## src/rtl/dispatch_scheduler_pkg.sv

```systemverilog
// Shared types and default sizing for the rename-to-RS dispatch scheduler.
// Combinational/registered stages exchange per-slot routing decisions via DispRouteSt.
package dispatch_scheduler_pkg;

    localparam int DECODE_WIDTH     = 2;
    localparam int RS_NUM_DEFAULT   = 4;
    localparam int RS_DEPTH_DEFAULT = 8;
    localparam int RS_CREDIT_W      = $clog2(RS_DEPTH_DEFAULT + 1);
    localparam int RS_SEL_W         = $clog2(RS_NUM_DEFAULT);
    localparam int RS_PORT_W        = 2;

    typedef struct packed {
        logic [3:0] opcode;
        logic [6:0] pdst;
        logic [5:0] rob_idx;
    } RsBaseSt;

    typedef struct packed {
        logic                 valid;
        logic [RS_SEL_W-1:0]  rs;
        logic [RS_PORT_W-1:0] port;
    } DispRouteSt;

endpackage

```

## src/rtl/dispatch_scheduler_if.sv

```systemverilog
// Dispatch group in, per-RS write ports and credit state out.
// No ready back-pressure from the RS side; acceptance is the only throttle.
interface dispatch_scheduler_if
    import dispatch_scheduler_pkg::*;
#(
    parameter int RS_NUM      = RS_NUM_DEFAULT,
    parameter int RS_DEPTH    = RS_DEPTH_DEFAULT,
    parameter int RS_WR_WIDTH = 2,
    parameter int FREE_WIDTH  = 2,
    parameter int DISP_WIDTH  = DECODE_WIDTH
);
    localparam int SEL_W    = $clog2(RS_NUM);
    localparam int FREE_W   = $clog2(FREE_WIDTH + 1);
    localparam int CREDIT_W = $clog2(RS_DEPTH + 1);

    logic                                  flush_i;
    logic    [DISP_WIDTH-1:0]              disp_valid_i;
    logic    [DISP_WIDTH-1:0][SEL_W-1:0]   disp_rs_sel_i;
    RsBaseSt [DISP_WIDTH-1:0]              disp_base_i;
    logic    [DISP_WIDTH-1:0]              disp_accept_o;
    logic    [RS_NUM-1:0][FREE_W-1:0]      rs_free_cnt_i;
    logic    [RS_NUM-1:0][RS_WR_WIDTH-1:0] rs_wr_valid_o;
    RsBaseSt [RS_NUM-1:0][RS_WR_WIDTH-1:0] rs_base_o;
    logic    [RS_NUM-1:0][CREDIT_W-1:0]    credit_o;

    modport master (
        output flush_i, disp_valid_i, disp_rs_sel_i, disp_base_i, rs_free_cnt_i,
        input  disp_accept_o, rs_wr_valid_o, rs_base_o, credit_o
    );

    modport slave (
        input  flush_i, disp_valid_i, disp_rs_sel_i, disp_base_i, rs_free_cnt_i,
        output disp_accept_o, rs_wr_valid_o, rs_base_o, credit_o
    );

endinterface

```

## src/rtl/dispatch_scheduler_route.sv

```systemverilog
// In-order prefix acceptance and per-RS write-port assignment; purely combinational.
// A slot is refused when its RS lacks credit or write ports, and that refusal ends the walk.
module dispatch_route
    import dispatch_scheduler_pkg::*;
#(
    parameter int RS_NUM      = RS_NUM_DEFAULT,
    parameter int RS_WR_WIDTH = 2,
    parameter int DISP_WIDTH  = DECODE_WIDTH,
    parameter int CREDIT_W    = RS_CREDIT_W,
    localparam int SEL_W      = $clog2(RS_NUM)
) (
    input  logic       [DISP_WIDTH-1:0]            valid,
    input  logic       [DISP_WIDTH-1:0][SEL_W-1:0] rs_sel,
    input  logic       [RS_NUM-1:0][CREDIT_W-1:0]  credit,
    output logic       [DISP_WIDTH-1:0]            accept,
    output DispRouteSt [DISP_WIDTH-1:0]            route,
    output logic       [RS_NUM-1:0][CREDIT_W-1:0]  rs_used
);

    always_comb begin
        logic             walking;
        logic [SEL_W-1:0] r;
        accept  = '0;
        route   = '0;
        rs_used = '0;
        walking = 1'b1;
        r       = '0;
        for (int j = 0; j < DISP_WIDTH; j++) begin
            r = rs_sel[j];
            // rs_used doubles as the next free port index for that RS
            if (walking && valid[j] && (credit[r] > rs_used[r]) &&
                (rs_used[r] < CREDIT_W'(RS_WR_WIDTH))) begin
                accept[j]      = 1'b1;
                route[j].valid = 1'b1;
                route[j].rs    = RS_SEL_W'(r);
                route[j].port  = RS_PORT_W'(rs_used[r]);
                rs_used[r]     = rs_used[r] + CREDIT_W'(1);
            end else begin
                walking = 1'b0;
            end
        end
    end

endmodule

```

## src/rtl/dispatch_scheduler.sv

```systemverilog
// Credit-based dispatch from rename into the reservation stations.
// Accepted slots reach the RS write ports one cycle later; credits gate acceptance instead of RS ready.
module dispatch_scheduler
    import dispatch_scheduler_pkg::*;
#(
    parameter int RS_NUM      = RS_NUM_DEFAULT,
    parameter int RS_DEPTH    = RS_DEPTH_DEFAULT,
    parameter int RS_WR_WIDTH = 2,
    parameter int FREE_WIDTH  = 2,
    parameter int DISP_WIDTH  = DECODE_WIDTH
) (
    input logic           clk,
    input logic           a_rst_n,
    dispatch_scheduler_if.slave dif
);
    localparam int CREDIT_W = $clog2(RS_DEPTH + 1);

    logic [1:0] rst_sync;
    logic       rst_n;

    logic       [RS_NUM-1:0][CREDIT_W-1:0]    credit_q;
    logic       [RS_NUM-1:0][CREDIT_W-1:0]    credit_d;
    logic       [RS_NUM-1:0][CREDIT_W-1:0]    rs_used;
    logic       [RS_NUM-1:0]                  over_depth;
    logic       [DISP_WIDTH-1:0]              route_accept;
    DispRouteSt [DISP_WIDTH-1:0]              route;
    logic       [RS_NUM-1:0][RS_WR_WIDTH-1:0] wr_valid_q;
    logic       [RS_NUM-1:0][RS_WR_WIDTH-1:0] wr_valid_d;
    RsBaseSt    [RS_NUM-1:0][RS_WR_WIDTH-1:0] base_q;
    RsBaseSt    [RS_NUM-1:0][RS_WR_WIDTH-1:0] base_d;

    // Assert asynchronously, release synchronously to core timing
    always_ff @(posedge clk or negedge a_rst_n) begin
        if (!a_rst_n) begin
            rst_sync <= '0;
        end else begin
            rst_sync <= {rst_sync[0], 1'b1};
        end
    end
    assign rst_n = rst_sync[1];

    dispatch_route #(
        .RS_NUM      (RS_NUM),
        .RS_WR_WIDTH (RS_WR_WIDTH),
        .DISP_WIDTH  (DISP_WIDTH),
        .CREDIT_W    (CREDIT_W)
    ) u_route (
        .valid   (dif.disp_valid_i),
        .rs_sel  (dif.disp_rs_sel_i),
        .credit  (credit_q),
        .accept  (route_accept),
        .route   (route),
        .rs_used (rs_used)
    );

    always_comb begin
        logic [CREDIT_W:0] sum;
        sum        = '0;
        credit_d   = credit_q;
        over_depth = '0;
        for (int r = 0; r < RS_NUM; r++) begin
            sum = {1'b0, credit_q[r]} + (CREDIT_W+1)'(dif.rs_free_cnt_i[r]) - {1'b0, rs_used[r]};
            over_depth[r] = !dif.flush_i && (sum > (CREDIT_W+1)'(RS_DEPTH));
            credit_d[r]   = dif.flush_i ? CREDIT_W'(RS_DEPTH) : sum[CREDIT_W-1:0];
        end
    end

    // Idle ports keep their old payload; only the strobe matters there
    always_comb begin
        wr_valid_d = '0;
        base_d     = base_q;
        for (int j = 0; j < DISP_WIDTH; j++) begin
            if (route[j].valid && !dif.flush_i) begin
                wr_valid_d[route[j].rs][route[j].port] = 1'b1;
                base_d[route[j].rs][route[j].port]     = dif.disp_base_i[j];
            end
        end
    end

    always_ff @(posedge clk or negedge rst_n) begin
        if (!rst_n) begin
            credit_q   <= {RS_NUM{CREDIT_W'(RS_DEPTH)}};
            wr_valid_q <= '0;
            base_q     <= '0;
        end else begin
            credit_q   <= credit_d;
            wr_valid_q <= wr_valid_d;
            base_q     <= base_d;
        end
    end

    // A free count pushing credit past depth means the RS returned entries it never held
    assert property (@(posedge clk) disable iff (!rst_n) over_depth == '0);

    assign dif.disp_accept_o = dif.flush_i ? '0 : route_accept;
    assign dif.rs_wr_valid_o = wr_valid_q;
    assign dif.rs_base_o     = base_q;
    assign dif.credit_o      = credit_q;

endmodule

```

## src/flat_wrapper.sv

```systemverilog
// flat-port wrapper written by rule: the top's interface ports become plain ports
module dispatch_scheduler_flat import dispatch_scheduler_pkg::*;
#(
    parameter int RS_NUM      = RS_NUM_DEFAULT,
    parameter int RS_DEPTH    = RS_DEPTH_DEFAULT,
    parameter int RS_WR_WIDTH = 2,
    parameter int FREE_WIDTH  = 2,
    parameter int DISP_WIDTH  = DECODE_WIDTH
)
  (clk, a_rst_n, dif_flush_i, dif_disp_valid_i, dif_disp_rs_sel_i, dif_disp_base_i, dif_rs_free_cnt_i, dif_disp_accept_o, dif_rs_wr_valid_o, dif_rs_base_o, dif_credit_o);
  dispatch_scheduler_if #(.RS_NUM(RS_NUM), .RS_DEPTH(RS_DEPTH), .RS_WR_WIDTH(RS_WR_WIDTH), .FREE_WIDTH(FREE_WIDTH), .DISP_WIDTH(DISP_WIDTH)) dif_i ();
  input logic clk;
  input logic a_rst_n;
  input wire logic [$bits(dif_i.flush_i)-1:0] dif_flush_i;
  input wire logic [$bits(dif_i.disp_valid_i)-1:0] dif_disp_valid_i;
  input wire logic [$bits(dif_i.disp_rs_sel_i)-1:0] dif_disp_rs_sel_i;
  input wire logic [$bits(dif_i.disp_base_i)-1:0] dif_disp_base_i;
  input wire logic [$bits(dif_i.rs_free_cnt_i)-1:0] dif_rs_free_cnt_i;
  output wire logic [$bits(dif_i.disp_accept_o)-1:0] dif_disp_accept_o;
  output wire logic [$bits(dif_i.rs_wr_valid_o)-1:0] dif_rs_wr_valid_o;
  output wire logic [$bits(dif_i.rs_base_o)-1:0] dif_rs_base_o;
  output wire logic [$bits(dif_i.credit_o)-1:0] dif_credit_o;
  assign dif_i.flush_i = dif_flush_i;
  assign dif_i.disp_valid_i = dif_disp_valid_i;
  assign dif_i.disp_rs_sel_i = dif_disp_rs_sel_i;
  assign dif_i.disp_base_i = dif_disp_base_i;
  assign dif_i.rs_free_cnt_i = dif_rs_free_cnt_i;
  assign dif_disp_accept_o = dif_i.disp_accept_o;
  assign dif_rs_wr_valid_o = dif_i.rs_wr_valid_o;
  assign dif_rs_base_o = dif_i.rs_base_o;
  assign dif_credit_o = dif_i.credit_o;
  dispatch_scheduler #(.RS_NUM(RS_NUM), .RS_DEPTH(RS_DEPTH), .RS_WR_WIDTH(RS_WR_WIDTH), .FREE_WIDTH(FREE_WIDTH), .DISP_WIDTH(DISP_WIDTH)) u_core (.clk(clk), .a_rst_n(a_rst_n), .dif(dif_i));
endmodule
```

## config.mk

```make
export PLATFORM = sky130hd
export DESIGN_NAME = dispatch_scheduler_flat
export DESIGN_NICKNAME = d
export VERILOG_FILES = /design/src/rtl/dispatch_scheduler_pkg.sv /design/src/rtl/dispatch_scheduler_if.sv /design/src/rtl/dispatch_scheduler_route.sv /design/src/rtl/dispatch_scheduler.sv /design/src/flat_wrapper.sv
export SDC_FILE = /design/constraint.sdc
export NUM_CORES = 1
export LEC_CHECK = 0
export BUFFER_PORTS_ARGS = -buffer_cell sky130_fd_sc_hd__buf_2
export CORE_ASPECT_RATIO = 2
export CORE_UTILIZATION = 48
export DETAILED_ROUTE_END_ITERATION = 12
export PLACE_DENSITY = 0.75
export SETUP_SLACK_MARGIN = 0.1
export SYNTH_ARGS = -nofsm -noshare
export SYNTH_HDL_FRONTEND = slang
export SYNTH_SLANG_ARGS = --single-unit
```

## constraint.sdc

```tcl
create_clock -name clk -period 4.4 [get_ports clk]
set_input_delay 0.88 -clock clk [delete_from_list [all_inputs] [get_ports clk]]
set_output_delay 0.88 -clock clk [all_outputs]
set_load 0.02 [all_outputs]
```

==> flow_metrics.py, run 1 <==
metrics = {
    "floorplan": {
        "ios": 213,
        "row_count": 67,
        "die-area_sq_um": 17650,
        "design.core.area_sq_um": 16770,
        "die_x_um": 94.45,
        "initial_core_util_pct": 48.94,
        "die_y_um": 186.9,
    },
    "synth": {
        "synth_nets": 668,
        "syn-cell-area_sq_um": 8205,
        "ys_seq_area_share_pct": 49.47,
        "syn_inst": 592,
        "yosysWarnings": 0,
        "avgSynthCellArea_sq_um": 13.86,
        "synth_edf_count": 0,
        "ys.flop_type": "dfrtp_1",
        "ys_types": 49,
        "ys_seq_elements": 162,
        "synth-async-reset-ratio_pct": 100.0,
    },
    "power_and_ir_drop": {
        "p_comb_share_pct": 37.9,
        "power.total_mw": 5.748,
        "vdd_drop_max_mv": 0.3941,
        "pwr-share-seq_pct": 37.1,
        "internal_power_mw": 3.645,
        "swShare_pct": 36.59,
        "clockPowerShare_pct": 25.0,
        "power.leakage_nw": 5.044,
        "p_per_area_nw_per_um2": 573.5,
        "p_sw_mw": 2.103,
    },
    "clocking": {
        "clock-root-buffer": "clkbuf_16",
        "clock_insertion_delay_worst_skew_ps": 430,
        "cts_hold_buf": 0,
        "cts_buffers": 17,
        "clkTransAtPathRegs_ps": 70,
        "clock-sinks": 162,
        "cts_tree": "yes",
        "cts_setup_buffers": 0,
        "htreeDepth": 4,
        "cts.path.max_buffers": 2,
    },
    "timing": {
        "setup_violations": 0,
        "final_max_slew_viol_count": 0,
        "max-slew-margin-rel_pct": 33.45,
        "rsz0062_at_grt": "false",
        "fin_setup_tns_ps": 0,
        "finalCritPeriodShare_pct": 92.11,
        "fin_crit_ps": 4053,
        "worst_pin_slew_ps": 998.2,
        "whs_ps": 228.5,
        "hold_viol": 0,
        "clock.fmax_mhz": 246.7,
        "fin_skew_ps": 15.48,
        "setup_ws_ps": 347.1,
    },
    "drt": {
        "first_pass_iters": 4,
        "drtIter0Drc": 240,
        "wl_mm": 22.46,
        "antenna_left": 0,
        "vias_per_cell": 5.641,
        "wl_per_cell_um": 21.87,
        "drc": 0,
        "vias": 5793,
    },
    "cells_and_area": {
        "area_growth_pct": 22.16,
        "diodes": 0,
        "drive_above_1_share_pct": 52.80,
        "fill_cells": 1397,
        "nets": 883,
        "fin_util_pct": 59.78,
    },
    "run": {
        "cap_violations": 0,
    },
    "global_route": {
        "grt_pass1_wl_mm": 34.10,
        "grt_max_degree": 78,
        "grt_pass1_vias": 5938,
        "grt_overflow": 0,
        "grt_util_all_layers_pct": 26.43,
        "antenna_found_initial": 0,
    },
    "placed_design": {
        "io_buffers": 212,
        "pre_cts_ws_ps": 35.66,
        "gp_congestion": 0.8175,
        "hpwl_mm": 15.31,
    },
    "critical_path": {
        "end_kind": "register",
        "crit_path_max_incr_delay_ps": 530,
        "arrival_ps": 4330,
        "cpMostUsedCell": "ha_1",
        "slowest_stage": "nor4_2",
        "worstSetupPathType": "register to register",
        "path_max_fanout": 5,
        "worstSetupStartpointType": "register",
        "cp_cell_sequence": "nor4_2 > o22a_1 > a21boi_4 > nand2_1 > inv_1 > ha_1 > or2_4 > a2111oi_4 > nand2_1 > o21ai_0 > nor2_1 > ha_1 > inv_1 > ha_1 > fa_1 > xnor2_1 > nor2_1",
        "required_ps": 4680,
    },
    "outcome": {
        "status": "complete, no violations",
    },
    "min_path": {
        "hp-class": "input port to asynchronous set/reset pin",
    },
}
-- metal layers --
metal  track usage, %  share of wire, %
met1            29.90                35
met2            46.24                56
met3            5.488               4.9
met4            12.76               3.7
met5                0                 0
-- cells by family after synthesis --
logic type | share of synthesized area (%)
flip-flops | 49.47
buffers and inverters | 5.047
XOR/XNOR | 1.494
adder cells (fa/ha/maj) | 4.544
AO/OA/AOI/OAI | 11.76
other | 0.04570
multiplexers | 20.91
AND/OR/NAND/NOR | 6.740
-- stage by stage --
step / instance area [sq um] / cells
floorplan: 8212 / 592
global route: 10020 / 1027
finish: 10020 / 1027
detailed placement: 9447 / 995
global placement: 9447 / 995
CTS: 10020 / 1027
-- worst paths after layout --
kind                                                  startpoint  cells after the start                                   to  slack, ps
min in group clk                    u_core.rst_sync[0]$_DFF_PN0_                      0         u_core.rst_sync[1]$_DFF_PN0_        350
worst max register to register  u_core.dif.credit_o[5]$_DFF_PN0_                     17     u_core.dif.credit_o[2]$_DFF_PN0_        350
worst min-delay path                                     a_rst_n                      1         u_core.rst_sync[1]$_DFF_PN0_        230
worst max-delay path            u_core.dif.credit_o[5]$_DFF_PN0_                     17     u_core.dif.credit_o[2]$_DFF_PN0_        350
max in group asynchronous           u_core.rst_sync[1]$_DFF_PN0_                      1  u_core.dif.rs_base_o[109]$_DFF_PN0_       2850
worst min register to register      u_core.rst_sync[0]$_DFF_PN0_                      0         u_core.rst_sync[1]$_DFF_PN0_        350
-- cell type report --
type | count | area (sq um) | share of cell area, %
Timing Repair Buffer | 232 | 1236 | 12.33
Inverter | 36 | 135.1 | 1.348
Tap cell | 207 | 259.0 | 2.584
Clock buffer | 18 | 439.2 | 4.381
Multi-Input combinational cell | 358 | 3760 | 37.51
Sequential cell | 162 | 4063 | 40.53
Clock inverter | 14 | 131.4 | 1.311
-- cells in the final DEF (no fill, tap or decap), types with 2 or more instances in the layout --
master,Yosys,layout
a21o_1,4,4
a21oi_1,5,5
a32o_1,68,68
and3_1,4,4
buf_12,1,2
buf_2,6,212
buf_4,0,18
clkbuf_16,0,17
clkinv_2,0,3
clkinv_4,0,4
clkinvlp_4,0,3
dfrtp_1,158,157
dfstp_2,4,4
fa_1,8,8
ha_1,17,17
inv_1,36,36
inv_6,0,2
mux2_2,99,99
mux2_4,37,37
mux4_2,2,2
nand2_1,12,12
nand2b_1,6,6
nand3_2,4,4
nor2_1,13,12
nor2_2,1,2
nor2b_1,27,26
nor3_1,4,4
nor3_4,3,3
nor3b_1,2,2
o211ai_4,4,4
o21ai_0,2,2
or4_4,2,2
xnor2_1,8,8
xor2_1,6,6
-- flip-flops by register name (all words and copies together) (netlist names) --
name and cells:
u_core.dif.credit_o 16, u_core.dif.rs_base_o 136, u_core.dif.rs_wr_valid_o 8, u_core.rst_sync 2
-- cells in the mapped netlist, types with 2 or more instances --
cell / instances / share of area [%]
a211oi_1: 2 / 0.18
nand2b_1: 6 / 0.46
ha_1: 17 / 2.6
dfstp_2: 4 / 1.3
fa_1: 8 / 2.0
nor3_4: 3 / 0.59
nor2_1: 13 / 0.59
inv_1: 36 / 1.6
nor3_1: 4 / 0.24
buf_2: 6 / 0.37
and3_1: 4 / 0.30
mux2_4: 37 / 6.8
a21oi_1: 5 / 0.30
o21ai_0: 2 / 0.12
buf_6: 16 / 2.2
a21o_1: 4 / 0.37
nand2_1: 12 / 0.55
mux2_2: 99 / 14
nand3_2: 4 / 0.49
mux4_2: 2 / 0.55
dfrtp_1: 158 / 48
xor2_1: 6 / 0.64
o211ai_4: 4 / 1.0
nor4_1: 2 / 0.15
xnor2_1: 8 / 0.85
nor3b_1: 2 / 0.18
a32o_1: 68 / 8.3
or4_4: 2 / 0.27
clkbuf_1: 12 / 0.55
nor2b_1: 27 / 2.1
-- critical path, delay by kind of cell (launching register included) --
kind            cells  cell delay, ps
buf+inv             2              80
flops               1             430
compound gates      4             920
simple gates        6            1180
xor+xnor            1             160
fa+ha+maj           4            1120
-- power groups by stage --
stage          registers [mW]  logic, mW  clock network [mW]
3_5_place_dp             2.16       2.18                   0
2_1_floorplan            2.64      0.982                   0
6_report                 2.13       2.18                1.44
3_3_place_gp             2.14       2.14                   0
4_1_cts                  2.13       2.19                1.46
5_1_grt                  2.18       2.33                1.53
-- what timing repair did --
action,in CTS,in global routing
gates resized for setup,0,1
endpoints found under the hold margin,0,0
setup endpoints to repair,0,5
Note: power is estimated with default switching activity, not from simulation.
==> inputs of run 2 (changes only) <==
Settings changed: CORE_UTILIZATION 48 to 23, PLACE_DENSITY 0.75 to 0.42.
==> run 2 against run 1 <==
  * Sequential share of layout area shrank 1.5 points
  * Non-clock buffer count up 11
  * Hold slack got worse by 14 ps
  * Clock power rose by 5%
  * First-iteration DRC count down 13%
  * Clock skew is 1.8 ps lower
  * Die area increased by 110%
  * Highest routed layer is now met5
==> flow_metrics.py, run 2 (same netlist as run 1, synthesis figures left out) <==
metrics = {
    "timing": {
        "worst_pin_slew_ps": 888.9,
        "setup_violations": 0,
        "final_max_slew_viol_count": 0,
        "fin_skew_ps": 13.69,
        "max-slew-margin-rel_pct": 40.45,
        "fin_setup_tns_ps": 0,
        "clock.fmax_mhz": 247.5,
        "finalCritPeriodShare_pct": 91.82,
        "whs_ps": 214.4,
        "hold_viol": 0,
        "fin_crit_ps": 4040,
        "rsz0062_at_grt": "false",
    },
    "global_route": {
        "grt_pass1_wl_mm": 42.85,
        "grt_pass1_vias": 6258,
        "grt_overflow": 0,
        "grt_max_degree": 83,
        "antenna_found_initial": 1,
        "grt_util_all_layers_pct": 16.56,
    },
    "critical_path": {
        "arrival_ps": 4410,
        "worstSetupStartpointType": "register",
        "worstSetupPathType": "register to register",
        "required_ps": 4770,
        "path_max_fanout": 5,
        "end_kind": "register",
    },
    "cells_and_area": {
        "drive_above_1_share_pct": 53.31,
        "seq_area_sq_um": 4063,
        "final_common_cell": "buf_2",
        "layout_common_cells": "buf_2, dfrtp_1, mux2_2, a32o_1, mux2_4",
        "area_growth_pct": 26.93,
        "fin_util_pct": 29.69,
        "design_area_sq_um": 10420,
        "diodes": 0,
        "nets": 894,
        "largest_reg_flops": 136,
        "fill_cells": 3616,
        "multiInputGateArea_sq_um": 3760,
    },
    "placed_design": {
        "io_buffers": 212,
        "gp_congestion": 0.7882,
        "place_area_sq_um": 9833,
        "hpwl_mm": 20.70,
    },
    "drt": {
        "wl_per_cell_um": 22.85,
        "drtIter0Drc": 209,
        "antenna_left": 0,
        "drc": 0,
        "first_pass_iters": 4,
        "vias": 5920,
        "wl_mm": 29.16,
        "vias_per_cell": 4.639,
    },
    "power_and_ir_drop": {
        "p_comb_share_pct": 37.6,
        "clockPowerShare_pct": 25.7,
        "vdd_drop_max_mv": 0.2816,
        "p_sw_mw": 2.176,
        "power.leakage_nw": 5.113,
        "p_per_area_nw_per_um2": 563.0,
        "pwr-share-seq_pct": 36.7,
        "internal_power_mw": 3.687,
        "power.total_mw": 5.863,
        "swShare_pct": 37.11,
    },
    "run": {
        "cap_violations": 0,
    },
    "floorplan": {
        "die_x_um": 135.6,
        "initial_core_util_pct": 23.39,
        "design.core.area_sq_um": 35070,
        "die-area_sq_um": 36480,
        "row_count": 97,
        "ios": 213,
        "die_y_um": 269.1,
    },
    "clocking": {
        "cts_setup_buffers": 0,
        "cts_buffers": 17,
        "cts.path.max_buffers": 2,
        "clock-sinks": 162,
        "htreeDepth": 4,
        "clock_insertion_delay_worst_skew_ps": 450,
        "clkTransAtPathRegs_ps": 70,
        "cts_resized": 0,
        "cts_hold_buf": 0,
        "cts_tree": "yes",
        "clock-root-buffer": "clkbuf_16",
    },
    "min_path": {
        "hp-class": "input port to asynchronous set/reset pin",
    },
    "outcome": {
        "status": "complete, no violations",
    },
}
-- run 2: cell types whose count changed in the layout (fill, tap and decap cells not counted), sizes merged --
cell	previous run	this run
buf	232	243
clkinvlp	3	0
clkinv	7	6
clkbuf	18	22
-- run 2: routing by layer --
metal,part of all wire [%],GRT usage [%]
met1,36,17.37
met2,56,30.81
met3,4.3,2.632
met4,4.0,8.575
met5,0.048,0
-- run 2: critical path, stage by stage (launching register included) --
cell       delay [ps]
dfrtp_1           420
or4_4             590
a22oi_4           250
a21boi_4           70
nand2_1            70
inv_1              40
ha_1              280
or2_4             290
a2111oi_4         450
and3_1            230
fa_1              410
inv_1             110
ha_1              240
a21o_1            160
a21oi_1           170
xnor2_1           130
nand2b_1           70
-- run 2: worst paths after layout --
| check | slack [ps] | cells after the start | startpoint | end |
|---|---|---|---|---|
| setup / recovery | 360 | 16 | u_core.dif.credit_o[1]$_DFF_PN0_ | u_core.dif.credit_o[3]$_DFF_PN1_ |
| hold / removal | 210 | 1 | a_rst_n | u_core.rst_sync[1]$_DFF_PN0_ |
| setup reg to reg | 360 | 16 | u_core.dif.credit_o[1]$_DFF_PN0_ | u_core.dif.credit_o[3]$_DFF_PN1_ |
| hold reg to reg | 350 | 0 | u_core.rst_sync[0]$_DFF_PN0_ | u_core.rst_sync[1]$_DFF_PN0_ |
| max in group asynchronous | 3030 | 1 | u_core.rst_sync[1]$_DFF_PN0_ | u_core.dif.credit_o[11]$_DFF_PN1_ |
| min in group clk | 350 | 0 | u_core.rst_sync[0]$_DFF_PN0_ | u_core.rst_sync[1]$_DFF_PN0_ |
-- run 2: per-stage QoR --
step                setup WS [ps]  std cells
global placement            129.4       1244
finish                      359.9       1276
floorplan                   106.7        592
detailed placement          100.4       1244
CTS                         318.4       1276
global route                102.3       1276
-- run 2: cell type report --
cell class	instances	share of cell area (%)
clock buffers	22	4.649
flip-flops and latches	162	39.01
multi-input cells	358	36.10
well taps	445	5.346
clock inverters	10	0.9370
inverters	36	1.297
repair buffers	243	12.66
-- run 2: power groups by stage --
stage	clock (mW)	combinational [mW]	sequential, mW
floorplan	0	0.982	2.64
global placement	0	2.23	2.18
finish	1.51	2.21	2.15
detailed placement	0	2.25	2.18
global route	1.60	2.37	2.21
CTS	1.56	2.25	2.16
==> inputs of run 3 (changes only) <==
Settings changed: ABC_AREA set to 1.
==> run 3 against run 2 <==
  * Cell area decreased by 0.85%
  * Via count increased by 24%
  * Combinational power is 9.5% lower
  * Critical path type is now input port to register
  * Final cell count grew 30%
  * Clock-buffer cell count fell by 4
  * Clock skew down 4.3 ps
  * Setup slack improved by 130 ps
  * Largest power group is now registers
  * Synthesized cell count grew 72%
  * Non-clock buffer count is 6 lower
  * Die area shrank 2.1%
  * Critical endpoint is now u_core.dif.credit_o[15]$_DFF_PN1_
  * Maximum frequency up 3.3%
==> flow_metrics.py, run 3 <==
metrics = {
    "floorplan": {
        "die_y_um": 266.3,
        "initial_core_util_pct": 23.38,
        "die_x_um": 134.1,
        "design.core.area_sq_um": 34350,
        "row_count": 96,
        "die-area_sq_um": 35720,
        "ios": 213,
    },
    "drt": {
        "antenna_left": 0,
        "wl_mm": 33.04,
        "first_pass_iters": 5,
        "drtIter0Drc": 488,
        "vias_per_cell": 4.414,
        "drc": 0,
        "vias": 7350,
        "wl_per_cell_um": 19.84,
    },
    "timing": {
        "final_max_slew_viol_count": 0,
        "clock.fmax_mhz": 255.8,
        "max-slew-margin-rel_pct": 45.43,
        "fin_skew_ps": 9.351,
        "rsz0062_at_grt": "false",
        "worst_pin_slew_ps": 818.6,
        "fin_crit_ps": 3909,
        "setup_violations": 0,
        "hold_viol": 0,
        "finalCritPeriodShare_pct": 88.85,
    },
    "power_and_ir_drop": {
        "vdd_drop_max_mv": 0.2620,
        "internal_power_mw": 3.645,
        "power.leakage_nw": 5.900,
        "p_sw_mw": 2.300,
        "p_per_area_nw_per_um2": 575.7,
        "swShare_pct": 38.69,
        "pwr-share-seq_pct": 36.4,
        "p_comb_share_pct": 33.6,
        "clockPowerShare_pct": 30.0,
    },
    "cells_and_area": {
        "multiInputGateArea_sq_um": 3440,
        "drive_above_1_share_pct": 26.31,
        "fin_cells": 1665,
        "fill_cells": 3818,
        "nets": 1287,
        "final_common_cell": "nand2_1",
        "area_growth_pct": 28.57,
        "diodes": 0,
        "largest_reg_flops": 136,
        "seq_area_sq_um": 4063,
        "fin_util_pct": 30.06,
        "layout_common_cells": "nand2_1, buf_2, dfrtp_1, nand3_1, o21ai_0",
    },
    "synth": {
        "synth_nets": 1092,
        "synth_common_cells": "nand2_1, dfrtp_1, nand3_1",
        "avgSynthCellArea_sq_um": 7.905,
        "syn_inst": 1016,
        "syn-cell-area_sq_um": 8031,
        "synth_most_common_cell": "nand2_1",
        "yosysWarnings": 0,
        "synth_area_leaders": "dfrtp_1, nand2_1, nand3_1",
        "ys_seq_elements": 162,
        "ys.flop_type": "dfrtp_1",
        "synth-async-reset-ratio_pct": 100.0,
        "netlist.top_cell.by_area": "dfrtp_1",
        "ys_seq_area_share_pct": 50.54,
        "synth_edf_count": 0,
        "synth_top_area_share_pct": 49.23,
        "ys_types": 28,
    },
    "global_route": {
        "grt_pass1_vias": 7139,
        "grt_overflow": 0,
        "grt_max_degree": 69,
        "antenna_found_initial": 0,
        "grt_pass1_wl_mm": 48.23,
        "grt_util_all_layers_pct": 19.09,
    },
    "clocking": {
        "clock-sinks": 162,
        "cts_tree": "yes",
        "clock-root-buffer": "clkbuf_16",
        "clkTransAtPathRegs_ps": 70,
        "cts_buffers": 17,
        "clock_insertion_delay_worst_skew_ps": 450,
        "cts.path.max_buffers": 2,
        "htreeDepth": 4,
    },
    "critical_path": {
        "worstSetupStartpointType": "input port",
        "worstSetupPathType": "input port to register",
        "required_ps": 4780,
        "arrival_ps": 4290,
        "ff2ff_setup_slack_ps": 530,
        "path_max_fanout": 5,
        "end_kind": "register",
    },
    "placed_design": {
        "dpl.cell_count": 1633,
        "io_buffers": 212,
        "hpwl_mm": 23.95,
        "gp_congestion": 0.8727,
    },
    "outcome": {
        "status": "complete, no violations",
    },
    "run": {
        "cap_violations": 0,
    },
    "min_path": {
        "hp-class": "input port to asynchronous set/reset pin",
    },
}
==> run 3: cell types whose count changed after synthesis, sizes merged, moves of 12 or more <==
cell	before	now
nand2	13	422
nor2	15	40
nand3	5	97
nand4	0	18
o21ai	2	78
mux2	136	0
clkbuf	12	24
a21oi	5	17
inv	36	85
buf	24	37
nor2b	27	0
a32o	68	0
==> run 3: cell type report <==
| cell class | instances | share of cell area (%) |
|---|---|---|
| inverter | 85 | 3.138 |
| clock inverter | 14 | 2.399 |
| tap | 441 | 5.343 |
| sequential | 162 | 39.34 |
| timing repair buffer | 237 | 12.21 |
| multi-input combinational | 708 | 33.31 |
| clock buffer | 18 | 4.253 |
==> run 3: final timing paths <==
path                                                      to                              from  cells past startpoint
max                        u_core.dif.credit_o[15]$_DFF_PN1_              dif_disp_rs_sel_i[0]                     27
min                             u_core.rst_sync[1]$_DFF_PN0_                           a_rst_n                      1
max reg2reg                u_core.dif.credit_o[15]$_DFF_PN1_  u_core.dif.credit_o[7]$_DFF_PN1_                     26
min reg2reg                     u_core.rst_sync[1]$_DFF_PN0_      u_core.rst_sync[0]$_DFF_PN0_                      0
max in group asynchronous   u_core.dif.credit_o[7]$_DFF_PN1_      u_core.rst_sync[1]$_DFF_PN0_                      1
min in group clk                u_core.rst_sync[1]$_DFF_PN0_      u_core.rst_sync[0]$_DFF_PN0_                      0
==> run 3: power by group through the flow <==
| stage | Combinational (mW) | Clock [mW] | Sequential, mW |
|---|---|---|---|
| after floorplan | 0.804 | 0 | 2.61 |
| after global placement | 2.00 | 0 | 2.20 |
| after detailed placement | 2.02 | 0 | 2.20 |
| after CTS | 2.03 | 1.84 | 2.17 |
| after global routing | 2.23 | 1.89 | 2.21 |
| final | 2.00 | 1.79 | 2.16 |
==> run 3: kinds of logic after synthesis <==
logic type	synth area share [%]
XOR/XNOR	0.3272
other	0.04669
buffers and inverters	7.727
flip-flops	50.54
AND/OR/NAND/NOR	30.27
adder cells (fa/ha/maj)	4.642
AO/OA/AOI/OAI	6.450
==> run 3: what timing repair did <==
item	in CTS	in global routing
buffers inserted	0	0
endpoints found under the setup margin	0	1
hold buffers	0	0
gates resized for setup	0	2
==> run 3: layer usage <==
metal / GRT usage, % / part of all wire, % / vias up
met2: 36.52 / 57 / 228
met4: 7.501 / 2.8 / 0
met3: 3.330 / 3.8 / 43
met5: 0 / 0 / -
met1: 20.27 / 37 / 3492
li1: - / - / 3587
==> run 3: worst max-delay path: stages <==
cell and delay (ps):
buf_2 140, inv_2 60, nor2_4 140, nand2_1 60, nand2_1 90, inv_2 50, nand2_4 90, nand3_2 110
nand2_2 100, nand2_2 70, nor2_4 120, ha_4 200, o22ai_1 140, nor2_1 60, nand3_1 110, nand3_2 150
nor2_2 170, inv_1 80, nor2_2 140, fa_1 430, inv_1 110, ha_1 240, a21o_1 160, a21oi_1 110
inv_1 60, a21oi_1 110, o21ai_0 90
==> run 3: stage by stage <==
| step | setup WS [ps] | power [mW] | instance area [sq um] | setup TNS, ps | hold slack, ps |
|---|---|---|---|---|---|
| global route | 135.9 | 6.338 | 10330 | 0 | 173.4 |
| finish | 490.8 | 5.945 | 10330 | 0 | 198.2 |
| detailed placement | -71.10 | 4.218 | 9634 | -71.10 | 336.2 |
| CTS | 410.9 | 6.042 | 10320 | 0 | 171.7 |
| global placement | -1.538 | 4.200 | 9634 | -1.538 | 336.4 |
| floorplan | 102.6 | 3.418 | 8128 | 0 | 331.1 |
